--- src/rtl/uart_rx_capture_if.sv ---
// Write-port bundle from the UART capture engine toward the BRAM write side,
// plus the message status strobes that accompany those writes.
interface uart_rx_capture_if #(
  parameter int ADDR_WIDTH = 8
);
  logic                  we;
  logic [ADDR_WIDTH-1:0] w_addr;
  logic [7:0]            w_data;
  logic                  msg_done;
  logic [ADDR_WIDTH-1:0] msg_len;
  logic                  overflow;
  logic                  frame_err;

  modport master (
    output we, w_addr, w_data, msg_done, msg_len, overflow, frame_err
  );

  modport slave (
    input we, w_addr, w_data, msg_done, msg_len, overflow, frame_err
  );
endinterface

--- src/rtl/uart_rx_capture.sv ---
// 8N1 UART receiver with 16x oversampling feeding a message-capture engine that
// writes each byte to a BRAM port and stores the message terminator as 0x00.
module uart_rx_capture #(
  parameter int          DVSR       = 54,
  parameter int          SB_TICK    = 16,
  parameter int          ADDR_WIDTH = 8,
  parameter logic [7:0]  TERM_CHAR  = 8'h0D
) (
  input  logic              clk,
  input  logic              reset_n,
  input  logic              rx,
  uart_rx_capture_if.master wr
);
  localparam int CW = (DVSR > 1) ? $clog2(DVSR) : 1;
  localparam int SW = (SB_TICK > 16) ? $clog2(SB_TICK) : 4;
  localparam logic [ADDR_WIDTH-1:0] ADDR_MAX = {ADDR_WIDTH{1'b1}};

  typedef enum logic [1:0] {IDLE, START, DATA, STOP} state_t;

  logic          rx_meta_q, rx_sync_q;
  logic [CW-1:0] cnt_q, cnt_d;
  logic          tick;

  state_t        state_q, state_d;
  logic [SW-1:0] s_q, s_d;
  logic [2:0]    n_q, n_d;
  logic [7:0]    b_q, b_d;
  logic          rx_done_q, rx_done_d;
  logic          ferr_q, ferr_d;

  logic                  we_q, we_d;
  logic [ADDR_WIDTH-1:0] w_addr_q, w_addr_d;
  logic [7:0]            w_data_q, w_data_d;
  logic                  msg_done_q, msg_done_d;
  logic [ADDR_WIDTH-1:0] msg_len_q, msg_len_d;
  logic                  overflow_q, overflow_d;
  logic [ADDR_WIDTH-1:0] addr_q, addr_d;

  assign tick  = (cnt_q == CW'(DVSR - 1));
  assign cnt_d = tick ? '0 : cnt_q + 1'b1;

  always_comb begin
    state_d   = state_q;
    s_d       = s_q;
    n_d       = n_q;
    b_d       = b_q;
    rx_done_d = 1'b0;
    ferr_d    = 1'b0;
    case (state_q)
      IDLE: begin
        if (!rx_sync_q) begin
          state_d = START;
          s_d     = '0;
        end
      end
      START: begin
        if (tick) begin
          if (s_q == SW'(7)) begin
            s_d     = '0;
            n_d     = '0;
            // A start bit that is high again at its midpoint was only a glitch.
            state_d = rx_sync_q ? IDLE : DATA;
          end else begin
            s_d = s_q + 1'b1;
          end
        end
      end
      DATA: begin
        if (tick) begin
          if (s_q == SW'(15)) begin
            s_d = '0;
            b_d = {rx_sync_q, b_q[7:1]};
            n_d = n_q + 1'b1;
            if (n_q == 3'd7) state_d = STOP;
          end else begin
            s_d = s_q + 1'b1;
          end
        end
      end
      STOP: begin
        if (tick) begin
          if (s_q == SW'(SB_TICK - 1)) begin
            rx_done_d = rx_sync_q;
            ferr_d    = ~rx_sync_q;
            state_d   = IDLE;
          end else begin
            s_d = s_q + 1'b1;
          end
        end
      end
      default: state_d = IDLE;
    endcase
  end

  always_comb begin
    we_d       = 1'b0;
    msg_done_d = 1'b0;
    w_addr_d   = w_addr_q;
    w_data_d   = w_data_q;
    msg_len_d  = msg_len_q;
    overflow_d = overflow_q;
    addr_d     = addr_q;
    if (rx_done_q) begin
      we_d     = 1'b1;
      w_addr_d = addr_q;
      // The last slot is reserved for the terminator, so a full buffer closes the message.
      if ((b_q == TERM_CHAR) || (addr_q == ADDR_MAX)) begin
        w_data_d   = 8'h00;
        msg_done_d = 1'b1;
        msg_len_d  = addr_q;
        overflow_d = (b_q != TERM_CHAR);
        addr_d     = '0;
      end else begin
        w_data_d = b_q;
        addr_d   = addr_q + 1'b1;
      end
    end
  end

  always_ff @(posedge clk or negedge reset_n) begin
    if (!reset_n) begin
      rx_meta_q  <= 1'b1;
      rx_sync_q  <= 1'b1;
      cnt_q      <= '0;
      state_q    <= IDLE;
      s_q        <= '0;
      n_q        <= '0;
      b_q        <= '0;
      rx_done_q  <= 1'b0;
      ferr_q     <= 1'b0;
      we_q       <= 1'b0;
      w_addr_q   <= '0;
      w_data_q   <= '0;
      msg_done_q <= 1'b0;
      msg_len_q  <= '0;
      overflow_q <= 1'b0;
      addr_q     <= '0;
    end else begin
      rx_meta_q  <= rx;
      rx_sync_q  <= rx_meta_q;
      cnt_q      <= cnt_d;
      state_q    <= state_d;
      s_q        <= s_d;
      n_q        <= n_d;
      b_q        <= b_d;
      rx_done_q  <= rx_done_d;
      ferr_q     <= ferr_d;
      we_q       <= we_d;
      w_addr_q   <= w_addr_d;
      w_data_q   <= w_data_d;
      msg_done_q <= msg_done_d;
      msg_len_q  <= msg_len_d;
      overflow_q <= overflow_d;
      addr_q     <= addr_d;
    end
  end

  assign wr.we        = we_q;
  assign wr.w_addr    = w_addr_q;
  assign wr.w_data    = w_data_q;
  assign wr.msg_done  = msg_done_q;
  assign wr.msg_len   = msg_len_q;
  assign wr.overflow  = overflow_q;
  assign wr.frame_err = ferr_q;
endmodule

--- src/flat_wrapper.sv ---
// flat-port wrapper written by rule: the top's interface ports become plain ports
module uart_rx_capture_flat 
#(
  parameter int          DVSR       = 54,
  parameter int          SB_TICK    = 16,
  parameter int          ADDR_WIDTH = 8,
  parameter logic [7:0]  TERM_CHAR  = 8'h0D
)
  (clk, reset_n, rx, wr_we, wr_w_addr, wr_w_data, wr_msg_done, wr_msg_len, wr_overflow, wr_frame_err);
  uart_rx_capture_if #(.ADDR_WIDTH(ADDR_WIDTH)) wr_i ();
  input  logic clk;
  input  logic reset_n;
  input  logic rx;
  output wire logic [$bits(wr_i.we)-1:0] wr_we;
  output wire logic [$bits(wr_i.w_addr)-1:0] wr_w_addr;
  output wire logic [$bits(wr_i.w_data)-1:0] wr_w_data;
  output wire logic [$bits(wr_i.msg_done)-1:0] wr_msg_done;
  output wire logic [$bits(wr_i.msg_len)-1:0] wr_msg_len;
  output wire logic [$bits(wr_i.overflow)-1:0] wr_overflow;
  output wire logic [$bits(wr_i.frame_err)-1:0] wr_frame_err;
  assign wr_we = wr_i.we;
  assign wr_w_addr = wr_i.w_addr;
  assign wr_w_data = wr_i.w_data;
  assign wr_msg_done = wr_i.msg_done;
  assign wr_msg_len = wr_i.msg_len;
  assign wr_overflow = wr_i.overflow;
  assign wr_frame_err = wr_i.frame_err;
  uart_rx_capture #(.DVSR(DVSR), .SB_TICK(SB_TICK), .ADDR_WIDTH(ADDR_WIDTH), .TERM_CHAR(TERM_CHAR)) u_core (.clk(clk), .reset_n(reset_n), .rx(rx), .wr(wr_i));
endmodule
--- config.mk ---
export PLATFORM = sky130hd
export DESIGN_NAME = uart_rx_capture_flat
export DESIGN_NICKNAME = d
export VERILOG_FILES = /design/src/rtl/uart_rx_capture_if.sv /design/src/rtl/uart_rx_capture.sv /design/src/flat_wrapper.sv
export SDC_FILE = /design/constraint.sdc
export NUM_CORES = 1
export LEC_CHECK = 0
export ABC_CLOCK_PERIOD_IN_PS = 4000
export CAP_MARGIN = 20
export CORE_MARGIN = 2
export CORE_UTILIZATION = 61
export CTS_BUF_LIST = sky130_fd_sc_hd__clkbuf_2
export DETAILED_ROUTE_END_ITERATION = 16
export GPL_TIMING_DRIVEN = 1
export HOLD_SLACK_MARGIN = 0.02
export PLACE_DENSITY_LB_ADDON = 0.08
export SYNTH_ARGS = -nofsm -noshare
export SYNTH_HDL_FRONTEND = slang
export SYNTH_SLANG_ARGS = --single-unit
--- constraint.sdc ---
create_clock -name clk -period 4 [get_ports clk]
set_input_delay 1 -clock clk [delete_from_list [all_inputs] [get_ports clk]]
set_output_delay 1 -clock clk [all_outputs]
set_load 0.05 [all_outputs]
==> flow_summary.toml <==
[run_status]
status = "finished, final reports clean"

[cells_and_area]
fin_area_um2 = 3240
fill_cells = 323
drive_above_1_share = 0.219
final_core_util = 0.734
antennaDiodeCount = 0
seq_area_um2 = 1550
nets = 274
instances_no_fill = 317
multi_input_area_um2 = 1170
syn2layout_area_growth_pct = 14.8

[grt]
grt_most_used_layer = "met2"
gr-usage-all-layers = 0.214
grt_start_max_net_pins = 49
grt_pass1_wl_um = 8410
met1_usage = 0.279
grt_overflow_total = 0
use_met3 = 0.0611
use_met2 = 0.334
first_global_vias = 1826
grt_antenna_before_repair = 0

[synth]
synth_cell_type_count = 47
synth_area_um2 = 2820
syn-num-nets = 239
async_flop_share = 1.00
synth_edf_count = 0
synth_flop_cell = "dfrtp_1"
yosys_warnings = 0
ys_seq_elements = 62
yosysSeqAreaShare = 0.550
syn_inst = 225
syn_area_per_cell_um2 = 12.6

[clock_network]
cts_tree = "done"
clkSinkCount = 62
htreeDepth = 3
cts_buffer_depth = 2
holdBufCountCts = 0
post_cts_resized = 0
cts_buffers = 9
post_cts_buffers = 0
clk_pin_slew_worst_paths_ns = 0.19
root_buffer = "clkbuf_2"
clock_latency_ns = 0.47

[power_and_ir_drop]
leakage_nw = 1.51
clockPowerShare = 0.319
p_int_w = 0.000709
vdd_drop_max_mv = 0.241
p_per_area_nw_per_um2 = 293
combPwrFrac = 0.018
pwr-share-seq = 0.663
p_sw_w = 0.000241
p_sw_frac = 0.254

[sta]
post-route-period-util = 0.670
clock.fmax_mhz = 373
final.setup.tns_ns = 0
finalHoldViolCount = 0
rsz0062_at_grt = "no"
fin_skew_ns = 0.0234
relSlewSlack = 0.579
setup_violations = 0
tightest_slew_ns = 0.631
slew_viol_final = 0
layout_min_cycle_time_ns = 2.68

[placed_design]
hpwl_um = 3420
place.port_buffers = 30
place_congestion = 0.795
postPlaceCellArea_um2 = 3130
place_inst = 300

[critical_path]
slowest_stage = "clkdlybuf4s50_1"
path_delay_family = "buffers and inverters"
crit_required_ns = 3.00
cp_cell_sequence = "clkdlybuf4s50_1"
endpoint_kind = "primary output"
r2r_start = "u_core.b_q[5]"
cp-start-kind = "flop"
crit_buf_inv = 1
worstPathMaxFanout = 2
rr_worst_depth = 4
rrSetupSlack_ns = 1.78
worst_path_largest_cell_delay_ns = 0.81
r2r-end = "u_core.wr.msg_len[1]"
crit_arrival_ns = 1.68
timing_worst_setup_path_type = "flop to primary output"

[detailed_routing]
drt-pass1-iter-count = 5
drtIter0Drc = 132
num_vias = 1833
via_per_inst = 5.78
route.detailed.drc = 0
ant_nets = 0
routedWlPerCell_um = 15.3
drt_wl_total_um = 4840

[job]
drv_cap = 0

[min_path]
hp-class = "input port to asynchronous set/reset pin"

[floorplan]
die-height_um = 72.0
ios = 31
die_w_um = 72.0
die_area_um2 = 5190
core_um2 = 4410
start_util = 0.640
rows = 24
[through the flow]
step           total power, W  hold slack (ns)  worst slack (ns)
2_1_floorplan        0.000642            0.345              2.00
3_3_place_gp         0.000656            0.354              1.86
3_5_place_dp         0.000657            0.354              1.82
4_1_cts              0.000960            0.392              1.28
5_1_grt              0.000984            0.262              1.24
6_report             0.000950            0.313              1.32
[final cells by class]
class	instances	share of cell area
clock inverter	7	0.0127
clock buffer	9	0.0139
multi-input combinational	143	0.360
sequential	62	0.480
timing repair buffer	32	0.0996
tap	52	0.0201
inverter	12	0.0139
[worst max path at each step]
stage	startpoint	to	slack (ns)	cells after the start
finish	u_core.wr.w_data[1]	wr_w_data[1]	1.32	1
global route	u_core.wr.w_data[4]	wr_w_data[4]	1.24	1
CTS	u_core.wr.w_data[1]	wr_w_data[1]	1.28	1
detailed placement	u_core.state_q[0]	flop	1.82	6
global placement	u_core.state_q[0]	u_core.s_q[3]	1.86	6
floorplan	u_core.state_q[0]	u_core.n_q[0]	2.00	7
[Yosys cell counts, types with 2 or more instances]
cell type	number	area, um2
o21a_1	3	22.5
dfstp_2	2	52.6
clkbuf_1	3	11.3
ha_1	11	138
buf_2	3	15.0
a22o_1	9	78.8
o211ai_1	3	22.5
dfrtp_1	60	1500
mux2i_1	4	40.0
nor3_1	4	20.0
mux2_2	24	270
nand4b_1	2	17.5
o21ai_0	4	20.0
inv_1	12	45.0
xor2_1	5	43.8
nand4_1	6	37.5
nor3_2	2	20.0
nand2_1	11	41.3
nand3_1	6	30.0
and4b_1	2	20.0
nor2_1	19	71.3
and3_1	2	12.5
xnor2_1	4	35.0
[power groups by stage]
stage	registers, W	clock network [W]	logic (W)
finish	0.000630	0.000303	0.0000167
global route	0.000631	0.000334	0.0000199
CTS	0.000630	0.000315	0.0000153
detailed placement	0.000641	0	0.0000154
global placement	0.000641	0	0.0000150
floorplan	0.000641	0	0.000000517
[cell families (layout without fill, tap and decap cells)]
| kind of cell | Yosys count | in the layout | synth area share |
|---|---|---|---|
| xor+xnor | 9 | 9 | 0.0279 |
| flops | 62 | 62 | 0.550 |
| fa+ha+maj | 11 | 11 | 0.0487 |
| buf+inv | 20 | 60 | 0.0363 |
| simple gates | 65 | 65 | 0.134 |
| mux | 30 | 30 | 0.119 |
| compound gates | 28 | 28 | 0.0837 |
[metal layers]
layer | wire (um) | up-vias | share of wire
met2 | 2320 | 56 | 0.48
li1 | - | 879 | -
met4 | 93 | 0 | 0.019
met1 | 2190 | 884 | 0.45
met5 | 0 | - | 0
met3 | 234 | 14 | 0.048
[state kept, by name, indices dropped and copies added (netlist names), 3 cells and up, named ones only]
| signal | cells |
|---|---|
| u_core.cnt_q | 6 |
| u_core.wr.msg_len | 8 |
| u_core.b_q | 8 |
| u_core.n_q | 3 |
| u_core.s_q | 4 |
| u_core.wr.w_data | 8 |
| u_core.addr_q | 8 |
| u_core.wr.w_addr | 8 |
[layout by cell type, fill, tap and decap left out, types with 3 or more instances in the layout]
master / n
nand2_1: 11
clkinv_2: 3
dfrtp_1: 60
nor2_1: 19
clkdlybuf4s50_1: 29
nand3_1: 6
nand4_1: 6
a22o_1: 9
clkbuf_2: 9
xor2_1: 5
nor3_1: 4
o21ai_0: 4
mux2_2: 24
o211ai_1: 3
mux2i_1: 4
clkinvlp_4: 3
xnor2_1: 4
o21a_1: 3
inv_1: 12
ha_1: 11
(Power assumes the default switching activity.)
